**src/rtl/pc_unit_pkg.sv**
```systemverilog
// Shared CPU definitions: next-PC select codes and PC unit state encodings,
// also used by the control unit.
package pc_unit_pkg;

    typedef enum logic [1:0] {
        PC_SEQ    = 2'b00,
        PC_BRANCH = 2'b01,
        PC_JUMP   = 2'b10,
        PC_JR     = 2'b11
    } pc_src_e;

    typedef enum logic [1:0] {
        ST_RUN     = 2'b00,
        ST_HALTED  = 2'b01,
        ST_FAULTED = 2'b10
    } pc_state_e;

    // Signed word offset turned into a byte offset
    function automatic logic [31:0] branch_offset(input logic [15:0] imm);
        return {{14{imm[15]}}, imm, 2'b00};
    endfunction

endpackage

```
**src/rtl/pc_next_sel.sv**
```systemverilog
// Combinational next-PC multiplexer.
module pc_next_sel
    import pc_unit_pkg::*;
(
    input  logic [31:0] pc_plus4,
    input  pc_src_e     pc_src,
    input  logic [15:0] immediate,
    input  logic [31:0] jump_pc,
    input  logic [31:0] reg_data,
    output logic [31:0] next_pc
);

    // Select the candidate PC; all arithmetic wraps modulo 2^32
    always_comb begin
        next_pc = pc_plus4;
        case (pc_src)
            PC_SEQ:    next_pc = pc_plus4;
            PC_BRANCH: next_pc = pc_plus4 + branch_offset(immediate);
            PC_JUMP:   next_pc = jump_pc;
            PC_JR:     next_pc = reg_data;
            default:   next_pc = pc_plus4;
        endcase
    end

endmodule

```
**src/rtl/pc_unit.sv**
```systemverilog
// Program counter unit: PC register, run/halt/fault FSM, accepted-update counter.
module pc_unit
    import pc_unit_pkg::*;
#(
    parameter logic [31:0] RESET_PC  = 32'h0000_0000,
    parameter int          MEM_BYTES = 128
) (
    input  logic        CLK,
    input  logic        Reset,
    input  logic        PCWre,
    input  logic [1:0]  PCSrc,
    input  logic [15:0] Immediate,
    input  logic [31:0] JumpPC,
    input  logic [31:0] RegData,
    input  logic        Halt,
    output logic [31:0] IAddr,
    output logic [3:0]  PC4,
    output logic [31:0] PCPlus4,
    output logic        RW,
    output logic        Fault,
    output logic [31:0] InstrCount
);

    localparam logic [31:0] LAST_ADDR = 32'(MEM_BYTES - 4);

    pc_state_e   state, state_d;
    logic [31:0] pc_q, pc_d;
    logic [31:0] count_q, count_d;
    logic [31:0] next_pc;

    assign PCPlus4    = pc_q + 32'd4;
    assign PC4        = PCPlus4[31:28];
    assign IAddr      = pc_q;
    assign InstrCount = count_q;
    assign RW         = (state == ST_RUN);
    assign Fault      = (state == ST_FAULTED);

    pc_next_sel u_next_sel (
        .pc_plus4  (PCPlus4),
        .pc_src    (pc_src_e'(PCSrc)),
        .immediate (Immediate),
        .jump_pc   (JumpPC),
        .reg_data  (RegData),
        .next_pc   (next_pc)
    );

    // Next-state and PC/counter update; halt wins over the fault check
    always_comb begin
        state_d = state;
        pc_d    = pc_q;
        count_d = count_q;
        if (state == ST_RUN && PCWre) begin
            if (Halt) begin
                state_d = ST_HALTED;
            end else if (next_pc[1:0] != 2'b00 || next_pc > LAST_ADDR) begin
                state_d = ST_FAULTED;
            end else begin
                pc_d    = next_pc;
                count_d = count_q + 32'd1;
            end
        end
    end

    // State, PC and counter registers with synchronous reset
    always_ff @(posedge CLK) begin
        if (Reset) begin
            state   <= ST_RUN;
            pc_q    <= RESET_PC;
            count_q <= '0;
        end else begin
            state   <= state_d;
            pc_q    <= pc_d;
            count_q <= count_d;
        end
    end

endmodule

```
**config.mk**
```make
export PLATFORM = sky130hd
export DESIGN_NAME = pc_unit
export DESIGN_NICKNAME = d
export VERILOG_FILES = /design/src/rtl/pc_unit_pkg.sv /design/src/rtl/pc_next_sel.sv /design/src/rtl/pc_unit.sv
export SDC_FILE = /design/constraint.sdc
export NUM_CORES = 1
export LEC_CHECK = 0
export CORE_ASPECT_RATIO = 0.6
export CORE_MARGIN = 3
export CORE_UTILIZATION = 53
export DETAILED_ROUTE_END_ITERATION = 12
export PLACE_DENSITY = 0.88
export SYNTH_ARGS = -nofsm -noshare
export SYNTH_HDL_FRONTEND = slang
export SYNTH_SLANG_ARGS = --single-unit
```
**constraint.sdc**
```tcl
create_clock -name CLK -period 11.8 [get_ports CLK]
set_clock_uncertainty 0.05 [all_clocks]
set_input_delay 1.18 -clock CLK [delete_from_list [all_inputs] [get_ports CLK]]
set_output_delay 1.18 -clock CLK [all_outputs]
set_load 0.02 [all_outputs]
```
After elaboration in Yosys (flattened, before gate mapping) --
Index checks and enable logic that the tools add are counted.
Word-level totals: bits in registers 66, latch bits 0, memory bits (writable) 0, ROM bits 0, bits of input ports 86, output and inout port bits 102, word-level logic and storage cells 24, memories 0
Cells by class: add/sub/neg operators 3, multipliers 0, div/mod/pow operators 0, order comparisons 1, equality and inequality tests 4, shift operators 0, multiplexer cells 3, bitwise operators 2, reduce and logical (&&, ||, !) cells 8
Operators with widths (count):
- $pmux 32 s4 | 1
- $add 32x1->32 const B | 1
- $add 32x3->32 const B | 1
- $add 32x32->32 | 1
- $gt 32x7->1 const B | 1
- $eq 2x2->1 const B | 3
- $logic_not 2->1 | 2
- $mux 2 | 2
- $reduce_bool 2->1 | 2
- $reduce_and 3->1 | 1
- $eq 2x1->1 const B | 1
- $not 1->1 | 2
- $reduce_and 2->1 | 1
- $logic_and 1x1->1 | 1
- $logic_or 1x1->1 | 1

Longest topological paths before layout --
depth in word-level cells 7, depth in mapped cells 20, mapped depth without buffers 17

Cells and area by module --
Synthesis repeated with hierarchy kept, for this count alone.
Second synthesis, totals: cell total of the unflattened synthesis 695, area, all modules 5799.3 um2
By module, submodules not included:
- pc_unit | times used 1, cells an instance 376, area an instance 3334.4 um2, seq. area each 1321.3 um2
- pc_next_sel | times used 1, cells an instance 319, area an instance 2464.9 um2, seq. area each 0.0 um2

Worst setup path after synthesis --
Ideal clock, no wire load.
kind register to register, start point reg pc_q[2] (netlist: IAddr[2]), end point reg count_q[25] (netlist: InstrCount[25]), setup time 0.123 ns, arrival 5.622 ns, required time 11.627 ns, path slack 6.005 ns, cell stages (with the launch flop) 21, buffers on the path 3, period minus slack after synthesis 5.795 ns, cell sequence dfxtp_1 ha_1 and4_1 nor4b_1 and2_1 nand3_1 xnor2_1 ha_1 clkbuf_1 a21oi_1 a21oi_1 a311oi_1 nor3_1 or4_1 a21oi_1 nand4_1 or3_4 buf_6 buf_6 nor4_2 mux2_1
Between the ends: cells in the longest elaborated chain, start to end 7
RTL lines:
- start: declaration | RTL line pc_unit.sv:27 | logic [31:0] pc_q, pc_d;
- start signal: assignment | RTL line pc_unit.sv:72 | pc_q <= pc_d;
- $add 32x3->32 (*) | RTL line pc_unit.sv:31 | assign PCPlus4 = pc_q + 32'd4;
- net PC4[0] | RTL line pc_unit.sv:17 | output logic [3:0] PC4,
- $add 32x32->32 | RTL line pc_next_sel.sv:18 | PC_BRANCH: next_pc = pc_plus4 + branch_offset(immediate);
- $pmux 32 s4 (*) | RTL line pc_next_sel.sv:16 | case (pc_src)
- $gt 32x7->1 (*) | RTL line pc_unit.sv:55 | end else if (next_pc[1:0] != 2'b00 || next_pc > LAST_ADDR) begin
- $logic_or 1x1->1 (*) | RTL line pc_unit.sv:55
- $not 1->1 (no line) (*)
- $reduce_and 3->1 (no line) (*)
- end signal: assignment | RTL line pc_unit.sv:73 | count_q <= count_d;
- end: declaration | RTL line pc_unit.sv:28 | logic [31:0] count_q, count_d;
Mark *: on every way through the listed nets, which the timed path passes. The rest lies on a longest branch. A chain may end at the register's enable or synchronous reset.

Final worst setup path --
start point reg pc_q[2] (netlist: IAddr[2]), end point reg pc_q[9] (netlist: IAddr[9])
Between the ends: cells in the longest elaborated chain, start to end 7
RTL lines (RTL line):
- $add 32x3->32 (*) | pc_unit.sv:31
- $add 32x32->32 | pc_next_sel.sv:18
- $pmux 32 s4 (*) | pc_next_sel.sv:16
- $gt 32x7->1 | pc_unit.sv:55
- $logic_or 1x1->1 | pc_unit.sv:55
- $not 1->1 (no line)
- $reduce_and 3->1 (no line)
Every way passes the cells marked *; elsewhere a longest branch is shown, timed or not.

==> results.md <==
- Post-synthesis sequential area ratio: 20.8%
- Die span in x: around 150 um
- Most frequent cells in the layout: clkdlybuf4s50_1 (186), nand2_1 (71), nor2_1 (71)
- Syn Nets: 941
- Slew Viols, Final: 0
- Final WL: 26100 um
- Max-cap violations: 0
- # DRC: 0
- Cts hold-fix bufs: 0
- Hold path depth: 2
- Largest net degree at the start of global routing: 68
- Avg Cell Area, Syn: 7.73 um^2
- CP endpoint kind: register
- Endpoints failing setup: 0
- Max Buffers Root-to-Sink: 2
- GRT Total Usage: ~38%
- Post-DP HPWL: 19700 um
- Die ar.: 0.0134 mm^2
- First-pass detailed-route iteration total: 7
- Initial DRC Count: just under 1000
- Cell chain of the critical path: ha_1 -> and4_1 -> nor4b_2 -> nand4_1 -> xnor2_1 -> ha_1 -> a21oi_1 -> o21ai_0 -> a21oi_1 -> a211oi_1 -> or3_1 -> a2111oi_0 -> o2111ai_4 -> buf_4 -> or3_1 -> and3_1
- Syn. warnings: 0
- Netlist cell types: between 70 and 80
- Post-route minimum period: 6.94 ns
- Clk pin slew, worst setup/hold paths: 0.06 ns
- Leakage: 3.21 nW
- DRT antenna net count: 0
- Row count: 30
- Highest clock rate: 144 MHz
- PD cells: between 70 and 80 mW/mm^2
- TritonCTS clock tree: done
- Post-synth EDFFs: 0
- Worst-path maximum fanout: 39
- Io pins: 188
- Initial antenna violation count: 0
- Post-synthesis mux area share: under 10%
- Post-Syn Instances: 822
- Slew @ Worst Pin: approximately 1.2 ns
- Synth Area in Simple Gates: 33.5%
- Port bufs: 187
- H-tree depth: 3
- Via density: 6.58
- Starting density of the core: 55.3%
- GPL Wtd Cong: 1.02
- Power Total: 0.599 mW
- Dpl ws: about 5 ns
- Peak supply drop: 0.0985 mV
- CTS root buf: clkbuf_16
- Hold Vio Cnt, Final: 0
- Filler cells: 904
- Synth async-reset ratio: 0%
- Number of global-route vias before repair: 7000
- GR Overflow Total: 0
- WL/cell: 23.0 um
- Area grow syn2layout: 34.0%
- Share of post-route cells with drive strength above 1: around 7.9%
- Clock tree sinks: 66
- Total Neg Setup Slack: 0 ns
- RSZ-0062 raised after global routing: false
- Final net count: 1089
- Min-Delay Path Class: reg -> reg
- Synth Register Bits: 66
- Slew Limit Headroom: 16.9%
- Post-synthesis xor/xnor area fraction: 5.24%
- Critical Path RT: 11.97 ns
- Top FF cell, synth: dfxtp_1
- Die Y: 90.8 um
- Via count: 7465
- Slack of the critical path: about 5 ns
- Reg-to-reg slack, setup: 4.86 ns
- First-pass GRT wire length: 40200 um
- Mapped Area: approximately 0.0064 mm^2
- Post-cts resize count: 0
- Worst skew pair latency: 0.33 ns
- Largest family of logic cells by synthesized area: simple AND/OR/NAND/NOR gates
- Post-CTS Setup Inserts: 0
- Adder-cell share of the synthesized area: 6.62%
- Slowest stage delay, CP: 1.06 ns
- Worst Path Arrival: 7.11 ns
- Antenna diode instance count: 0
- Most common cell after layout, fill and taps aside: clkdlybuf4s50_1
- Inserted Clock Buffers: 9
- Worst path slowest cell: a2111oi_0
- Startpoint types: register
- Total core area: 0.0115 mm^2
- Final core occ: 74.2%
- Register-to-Register Path Depth: 16
- Critical path class: reg -> reg
- Worst hold slack: 0.437 ns
- Outcome: completed
- Post-synthesis compound-gate area fraction: 18.8%
- Final period utilization: 58.8%
==> cells in the mapped netlist, drive strengths merged (7+ instances only) <==
library cell  count  area (um^2)
mux4              7          158
nor3             17         85.1
buf              21          145
nor4             35          353
mux2             31          349
nor2             72          278
a21oi            52          260
dfxtp            66         1320
or3               8         55.1
nand4            28          181
nor2b            33          206
inv              25         93.8
a211oi            9         67.6
and3             42          263
nand2b            7         43.8
xnor2            29          254
o21ai            34          170
o21a              7         52.6
o211ai           10         75.1
and2              8         50.1
nand2            71          267
clkbuf           35          131
mux2i             8         80.1
nand3            37          185
xor2              9         78.8
ha               32          400
a31oi             9         56.3
==> registers in the layout, indices dropped and copies added, names as in the netlist <==
signal and cells:
state 2, InstrCount 32, IAddr 32
==> per-stage QoR <==
stage | std cells | area [um^2]
6_report | 1135 | 8520
5_1_grt | 1135 | 8520
4_1_cts | 1135 | 8520
3_5_place_dp | 1119 | 8230
3_3_place_gp | 1119 | 8230
2_1_floorplan | 822 | 6350
==> power by group <==
part	leakage (nW)	switching [mW]	internal [mW]	total, mW
registers	0.532	0.000494	0.223	0.224
clock network	0.141	0.0997	0.159	0.258
logic	2.53	0.0641	0.0524	0.116
==> cells by family after synthesis <==
group / after synthesis
mux: 46
compound gates: 180
simple gates: 378
flops: 66
xor+xnor: 38
buf+inv: 81
fa+ha+maj: 33
==> metal layers <==
layer | GRT usage [%] | routed length, um
met5 | 0 | 0
met4 | 10.5 | 722
met3 | 11.8 | 3320
met2 | 54.2 | 10800
met1 | 54.4 | 11300
==> worst paths after layout <==
| check | from | endpoint |
|---|---|---|
| max | IAddr[2] | IAddr[9] |
| min | state[1] | state[1] |
| max reg2reg | IAddr[2] | IAddr[9] |
| min reg2reg | state[1] | state[1] |
==> final cells by class <==
| class | count | area, um^2 | area share [%] |
|---|---|---|---|
| multi-input combinational | 675 | 4700 | 55.2 |
| timing repair buffer | 193 | 1910 | 22.4 |
| sequential | 66 | 1320 | 15.5 |
| clock buffer | 12 | 267 | 3.13 |
| tap | 160 | 200 | 2.35 |
| inverter | 25 | 93.8 | 1.10 |
| clock inverter | 4 | 25.0 | 0.294 |
==> critical path, delay by kind of cell (launching register included) <==
family / cells / cell delay (ns)
DFF: 1 / 0.43
adders and majority gates: 2 / 0.66
AOI/OAI and AO/OA: 6 / 2.20
xor gates and xnor gates: 1 / 0.30
buffers and inverters: 1 / 0.35
and+or+nand+nor: 6 / 2.80
No activity file was read; power rests on OpenSTA's default activity.
